===== config.mk =====
export PLATFORM = sky130hd
export DESIGN_NAME = wide_add_sub_seq
export DESIGN_NICKNAME = d
export VERILOG_FILES = /design/src/rtl/wide_add_sub_seq_pkg.sv /design/src/rtl/wide_add_sub_seq_chunk_ctr.sv /design/src/rtl/wide_add_sub_seq.sv
export SDC_FILE = /design/constraint.sdc
export NUM_CORES = 1
export LEC_CHECK = 0
export ABC_AREA = 1
export CAP_MARGIN = 20
export CELL_PAD_IN_SITES_DETAIL_PLACEMENT = 0
export CELL_PAD_IN_SITES_GLOBAL_PLACEMENT = 1
export CORE_ASPECT_RATIO = 0.8
export CORE_MARGIN = 10
export CORE_UTILIZATION = 34
export CTS_BUF_LIST = sky130_fd_sc_hd__clkbuf_8
export DETAILED_ROUTE_END_ITERATION = 6
export PLACE_DENSITY = 0.83
export SLEW_MARGIN = 20
export SYNTH_ARGS = -nofsm -noshare
export SYNTH_HDL_FRONTEND = slang
export SYNTH_SLANG_ARGS = --single-unit

===== constraint.sdc =====
create_clock -name clk -period 1.8 [get_ports clk]
set_input_delay 0.36 -clock clk [delete_from_list [all_inputs] [get_ports clk]]
set_output_delay 0.36 -clock clk [all_outputs]
set_load 0.02 [all_outputs]

===== src/rtl/wide_add_sub_seq_pkg.sv =====
// wads_pkg: shared types and constants for the wide add/subtract sequencer.
//   wads_state_e  sequencer states
//   OP_ADD/OP_SUB operation encoding on s_op / pa_sel
//   MUX_SEL_*     post-adder X/Z mux selections
//   clog2_min1    index width helper that never returns 0
package wads_pkg;

   typedef enum logic [2:0] {
      IDLE    = 3'd0,
      ISSUE   = 3'd1,
      WAIT    = 3'd2,
      CAPTURE = 3'd3,
      DONE    = 3'd4
   } wads_state_e;

   localparam logic OP_ADD = 1'b0;
   localparam logic OP_SUB = 1'b1;

   localparam logic [1:0] MUX_SEL_IN1  = 2'b01;
   localparam logic [1:0] MUX_SEL_ZERO = 2'b00;

   // Counters sized for n values still need at least one bit when n <= 1.
   function automatic int clog2_min1(input int n);
      return (n > 1) ? $clog2(n) : 1;
   endfunction

endpackage


===== src/rtl/wide_add_sub_seq_chunk_ctr.sv =====
// wads_chunk_ctr: chunk index and post-adder latency counter.
//   clk, rst_n    clock, async active-low reset
//   clr_i         restart at chunk 0 (new request)
//   adv_i         move to the next chunk
//   load_i        start a latency wait (loads PA_LAT-1)
//   dec_i         count one wait cycle down
//   idx_o         current chunk index
//   last_chunk_o  idx_o is the most-significant chunk
//   wait_done_o   wait counter has reached 0
module wads_chunk_ctr
   import wads_pkg::*;
#(
   parameter int NCHUNK = 2,
   parameter int PA_LAT = 1,
   localparam int IDXW = clog2_min1(NCHUNK),
   localparam int WCW  = clog2_min1(PA_LAT)
) (
   input  logic            clk,
   input  logic            rst_n,
   input  logic            clr_i,
   input  logic            adv_i,
   input  logic            load_i,
   input  logic            dec_i,
   output logic [IDXW-1:0] idx_o,
   output logic            last_chunk_o,
   output logic            wait_done_o
);

   localparam logic [IDXW-1:0] IDX_LAST = IDXW'(NCHUNK - 1);
   // With PA_LAT == 0 the wait state is never entered; the load value is moot.
   localparam logic [WCW-1:0]  WLOAD    = (PA_LAT > 0) ? WCW'(PA_LAT - 1) : '0;

   logic [IDXW-1:0] idx_q, idx_d;
   logic [WCW-1:0]  wcnt_q, wcnt_d;

   always_ff @(posedge clk or negedge rst_n) begin
      if (!rst_n) begin
         idx_q  <= '0;
         wcnt_q <= '0;
      end else begin
         idx_q  <= idx_d;
         wcnt_q <= wcnt_d;
      end
   end

   always_comb begin
      idx_d  = idx_q;
      wcnt_d = wcnt_q;
      if (clr_i)
         idx_d = '0;
      else if (adv_i)
         idx_d = idx_q + IDXW'(1);
      if (load_i)
         wcnt_d = WLOAD;
      else if (dec_i && (wcnt_q != '0))
         wcnt_d = wcnt_q - WCW'(1);
   end

   assign idx_o        = idx_q;
   assign last_chunk_o = (idx_q == IDX_LAST);
   assign wait_done_o  = (wcnt_q == '0);

endmodule


===== src/rtl/wide_add_sub_seq.sv =====
// wide_add_sub_seq: multi-precision add/subtract sequencer feeding a
// WIDTH-bit post-adder one chunk at a time, least-significant chunk first,
// chaining the post-adder carry/borrow into the next chunk's carry-in.
//   clk, rst_n                      clock, async active-low reset
//   s_valid/s_ready/s_op/s_a/s_b    request (A drives Z, B drives X)
//   s_cin                           chunk-0 carry-in (WADS_CARRY_IN_EN only)
//   pa_z/pa_x/pa_z_sel/pa_x_sel     post-adder operands and mux selects
//   pa_sel/pa_cin/pa_ce             add/sub select, carry-in, clock enable
//   pa_out/pa_cout                  post-adder result and carry/borrow out
//   m_valid/m_ready/m_result/m_carry  response
// Optional feature macro: WADS_CARRY_IN_EN adds s_cin; otherwise chunk 0
// starts with carry-in 0.
module wide_add_sub_seq
   import wads_pkg::*;
#(
   parameter int WIDTH  = 48,
   parameter int NCHUNK = 2,
   parameter int PA_LAT = 1
) (
   input  logic                    clk,
   input  logic                    rst_n,
   input  logic                    s_valid,
   output logic                    s_ready,
   input  logic                    s_op,
   input  logic [NCHUNK*WIDTH-1:0] s_a,
   input  logic [NCHUNK*WIDTH-1:0] s_b,
`ifdef WADS_CARRY_IN_EN
   input  logic                    s_cin,
`endif
   output logic [WIDTH-1:0]        pa_z,
   output logic [WIDTH-1:0]        pa_x,
   output logic [1:0]              pa_z_sel,
   output logic [1:0]              pa_x_sel,
   output logic                    pa_sel,
   output logic                    pa_cin,
   output logic                    pa_ce,
   input  logic [WIDTH-1:0]        pa_out,
   input  logic                    pa_cout,
   output logic                    m_valid,
   input  logic                    m_ready,
   output logic [NCHUNK*WIDTH-1:0] m_result,
   output logic                    m_carry
);

   localparam int IDXW = clog2_min1(NCHUNK);

   wads_state_e state_q, state_d;

   logic [NCHUNK-1:0][WIDTH-1:0] a_q, b_q, res_q;
   logic                         op_q, carry_q;
   logic                         cin0, busy, accept;

   logic            ctr_clr, ctr_adv, ctr_load, ctr_dec;
   logic [IDXW-1:0] idx;
   logic            last_chunk, wait_done;

`ifdef WADS_CARRY_IN_EN
   assign cin0 = s_cin;
`else
   assign cin0 = 1'b0;
`endif

   wads_chunk_ctr #(
      .NCHUNK (NCHUNK),
      .PA_LAT (PA_LAT)
   ) u_ctr (
      .clk          (clk),
      .rst_n        (rst_n),
      .clr_i        (ctr_clr),
      .adv_i        (ctr_adv),
      .load_i       (ctr_load),
      .dec_i        (ctr_dec),
      .idx_o        (idx),
      .last_chunk_o (last_chunk),
      .wait_done_o  (wait_done)
   );

   always_ff @(posedge clk or negedge rst_n) begin
      if (!rst_n) state_q <= IDLE;
      else        state_q <= state_d;
   end

   always_comb begin
      state_d  = state_q;
      ctr_clr  = 1'b0;
      ctr_adv  = 1'b0;
      ctr_load = 1'b0;
      ctr_dec  = 1'b0;
      unique case (state_q)
         IDLE: if (s_valid) begin
            state_d = ISSUE;
            ctr_clr = 1'b1;
         end
         ISSUE: if (PA_LAT == 0) begin
            state_d = CAPTURE;
         end else begin
            state_d  = WAIT;
            ctr_load = 1'b1;
         end
         // Counter holds the remaining wait cycles after this one.
         WAIT: if (wait_done) state_d = CAPTURE;
               else           ctr_dec = 1'b1;
         CAPTURE: if (last_chunk) begin
            state_d = DONE;
         end else begin
            state_d = ISSUE;
            ctr_adv = 1'b1;
         end
         DONE: if (m_ready) state_d = IDLE;
         default: state_d = IDLE;
      endcase
   end

   assign accept = (state_q == IDLE) && s_valid;

   // Operands are snapshotted on acceptance so the requester may move on.
   always_ff @(posedge clk or negedge rst_n) begin
      if (!rst_n) begin
         a_q     <= '0;
         b_q     <= '0;
         op_q    <= OP_ADD;
         carry_q <= 1'b0;
         res_q   <= '0;
      end else begin
         if (accept) begin
            a_q     <= s_a;
            b_q     <= s_b;
            op_q    <= s_op;
            carry_q <= cin0;
         end
         // Borrow out of a subtract chunk is exactly the next chunk's cin,
         // so add and subtract share this chaining path.
         if (state_q == CAPTURE) begin
            res_q[idx] <= pa_out;
            carry_q    <= pa_cout;
         end
      end
   end

   assign busy     = (state_q == ISSUE) || (state_q == WAIT) || (state_q == CAPTURE);

   // Gated by rst_n so ready is low while reset is asserted.
   assign s_ready  = rst_n && (state_q == IDLE);

   assign pa_z     = busy ? a_q[idx] : '0;
   assign pa_x     = busy ? b_q[idx] : '0;
   assign pa_z_sel = busy ? MUX_SEL_IN1 : MUX_SEL_ZERO;
   assign pa_x_sel = busy ? MUX_SEL_IN1 : MUX_SEL_ZERO;
   assign pa_sel   = op_q;
   assign pa_cin   = busy & carry_q;
   assign pa_ce    = busy;

   assign m_valid  = (state_q == DONE);
   assign m_carry  = (state_q == DONE) & carry_q;
   assign m_result = res_q;

endmodule


==> reports/results.ini <==
[outcome]
outcome = finished with violations
violations = setup timing

[place]
gp_congestion = 0.827
place_area_um2 = 18600
place_hpwl_um = 33500
io_buffers = 445

[synthesis]
yosysWarnings = 0
ys_seq_elements = 295
synth.distinct_cells = 23
syn_avg_cell_area_um2 = 7.81
synth_top_area_share_pct = 54.5
synth_top_area_cell = dfrtp_1
synth_edf_count = 0
yosysSeqAreaShare_pct = 54.5
synthCells = 1732
synth.most_common_cell = nand2_1
synth_area_leaders = dfrtp_1, nand2_1, inv_1
syn_area_um2 = 13500
async_reset_ff_share_pct = 100
ys.flop_type = dfrtp_1
netlist_top_cells_count = nand2_1, inv_1, dfrtp_1

[power]
power_mw = 40.7
leakagePower_nw = 12.4
seq_power_share_pct = 28.7
powerDensity_nw_per_um2 = 1930
clockPowerShare_pct = 15.1
ir_worst_vdd_mv = 1.04
p_comb_share_pct = 56.2
p_int_mw = 23.3
swShare_pct = 42.8
switching_power_mw = 17.4

[critical_path]
r2r-end = m_result[42]
critPathMostFrequentCell = nand2_1
timing.rr.start = u_ctr.idx_o
crit_path_end = pa_z[11]
crit_slowest_cell = dfrtp_4
endpoint_kind = primary output
r2r_cells = 8
timing.reg2reg.setup_slack_ps = 20
cp_data_required_time_ps = 1440
crit_chain = buf_12 -> clkbuf_16 -> nand2_1 -> nand2_1 -> nand2_1 -> inv_1 -> buf_4
worstPathArrival_ps = 1910
slowest_delay_ps = 570
worstSetupStartpointType = flop
critPathLaunch = u_ctr.idx_o
crit_type = flop to primary output
crit_path_max_fanout = 9

[route]
vias = 12300
wl_per_cell_um = 17.3
vias_per_cell = 4.41
dr.pass1.iters = 5
drc = 0
wl_um = 48300
drtIter0Drc = 600
antenna_left = 0

[finish]
fillCellCount = 3741
stdcell_area_um2 = 21100
final_nets = 2453
drive_above_1_share_pct = 18.8
area_growth_pct = 55.7

[sta]
rsz0062_at_grt = true
skew_ps = 14.4
tns_ps = -40160
hold_viol_final = 0
max_slew_margin_pct = 54.1
fin_crit_sh_pct = 126
fin_ws_ps = -467
final.min_clock_period_ps = 2270
fmax_ghz = 0.441
drv_slew = 0
tightest_slew_ps = 685
setup_viol = 103

[grt]
grt_pass1_wl_um = 71300
track_usage_pct = 18.7
grt_max_degree = 91
top_usage_layer = met2
grt_remaining_overflow = 0
antenna_found_initial = 5
grtUsageMet2_pct = 30.5
grt_util_met3_pct = 5.55
grt_util_met1_pct = 23.4
grt_pass1_vias = 12200

[clocking]
clkTransAtPathRegs_ps = 70
cts_tree = built
clock_path_buffers = 3
cts_made_buffers = 52
clockRootBuffer = clkbuf_8
clock-sinks = 295
ctsHtreeMaxLevel = 2
insertion_delay_ps = 580

[floorplanning]
top_level_ports = 448
die_x_um = 243
fp.coreArea_um2 = 39400
rows = 65
start_util_pct = 34.4
dieArea_um2 = 48200
fp.dieH_um = 198

[run]
maxCapViolations = 0

[worst_hold_path]
min_path_type = primary input to flop

[state kept, by name, summed over array words and instances (netlist names)]
signal / flops
u_ctr.idx_o: 1
u_ctr.wcnt_q: 1
a_q: 96
pa_sel: 1
carry_q: 1
m_result: 96
b_q: 96
state_q: 3
[per-layer routing]
| layer | share of wire [%] | up-vias |
|---|---|---|
| met1 | 43 | 5772 |
| met2 | 48 | 335 |
| li1 | - | 6103 |
| met4 | 2.5 | 4 |
| met5 | 0.039 | - |
| met3 | 7.0 | 78 |
[critical path, delay by kind of cell (launching register included)]
| kind | cells | cell delay [ps] |
|---|---|---|
| flops | 1 | 570 |
| buf+inv | 4 | 550 |
| simple gates | 3 | 220 |
[worst min-delay path by stage]
stage                  from            to  cells past startpoint
floorplan             rst_n        a_q[0]                      0
global placement      rst_n  m_result[29]                      1
detailed placement    rst_n  m_result[29]                      1
CTS                 s_b[72]       b_q[72]                      3
global route        s_a[49]       a_q[49]                      3
finish              s_b[72]       b_q[72]                      3
[cells by family after synthesis]
group / after synthesis / share of synthesized area (%)
DFF: 295 / 54.5
and+or+nand+nor: 699 / 19.9
buffers and inverters: 445 / 14.7
AOI/OAI and AO/OA: 292 / 10.8
other: 1 / 0.0277
[timing repair]
action                                  in CTS  in global routing
hold endpoints to repair                   295                  0
gates resized for setup                    403                500
buffers inserted                             2                  6
endpoints found under the setup margin     200                200
pin swaps                                    0                 34
hold buffers                                 1                  0
cloned                                       6                 12
[power groups by stage]
| stage | combinational (mW) | sequential (mW) | clock [mW] |
|---|---|---|---|
| floorplan | 9.84 | 12.5 | 0 |
| global route | 25.0 | 12.1 | 6.64 |
| finish | 22.8 | 11.7 | 6.12 |
| CTS | 20.5 | 11.5 | 6.35 |
| detailed placement | 19.9 | 11.5 | 0 |
| global placement | 19.7 | 11.4 | 0 |
[cells in the final DEF, fill, tap and decap left out, types with 27 or more instances in the layout]
cell,count
buf_6,78
buf_4,43
clkdlybuf4s50_1,244
nand2_4,27
clkbuf_8,64
buf_12,29
o21ai_0,111
nand2_1,556
inv_2,38
dfrtp_1,294
o21ai_1,180
nand2_2,101
dlymetal6s2s_1,97
inv_1,328
[through the flow]
stage | instances | setup WS, ps | hold WS, ps | util, %
4_1_cts | 2763 | -576 | 263 | 50.5
3_5_place_dp | 2662 | -301 | 176 | 47.3
2_1_floorplan | 1733 | 160 | 64.4 | -
6_report | 2785 | -467 | 322 | 53.6
5_1_grt | 2783 | -574 | 281 | 53.5
3_3_place_gp | 2662 | -289 | 175 | 47.3
[area by class of cell]
| type | count | area [um^2] | share of cell area, % |
|---|---|---|---|
| Clock buffer | 64 | 881 | 4.18 |
| Antenna cell | 4 | 10.0 | 0.0475 |
| Multi-Input combinational cell | 993 | 4620 | 21.9 |
| Inverter | 347 | 1320 | 6.24 |
| Tap cell | 536 | 671 | 3.18 |
| Clock inverter | 28 | 153 | 0.724 |
| Sequential cell | 295 | 7390 | 35.0 |
| Timing Repair inverter | 1 | 16.3 | 0.0772 |
| Timing Repair Buffer | 517 | 6030 | 28.6 |
No activity file was read; power rests on OpenSTA's default activity.
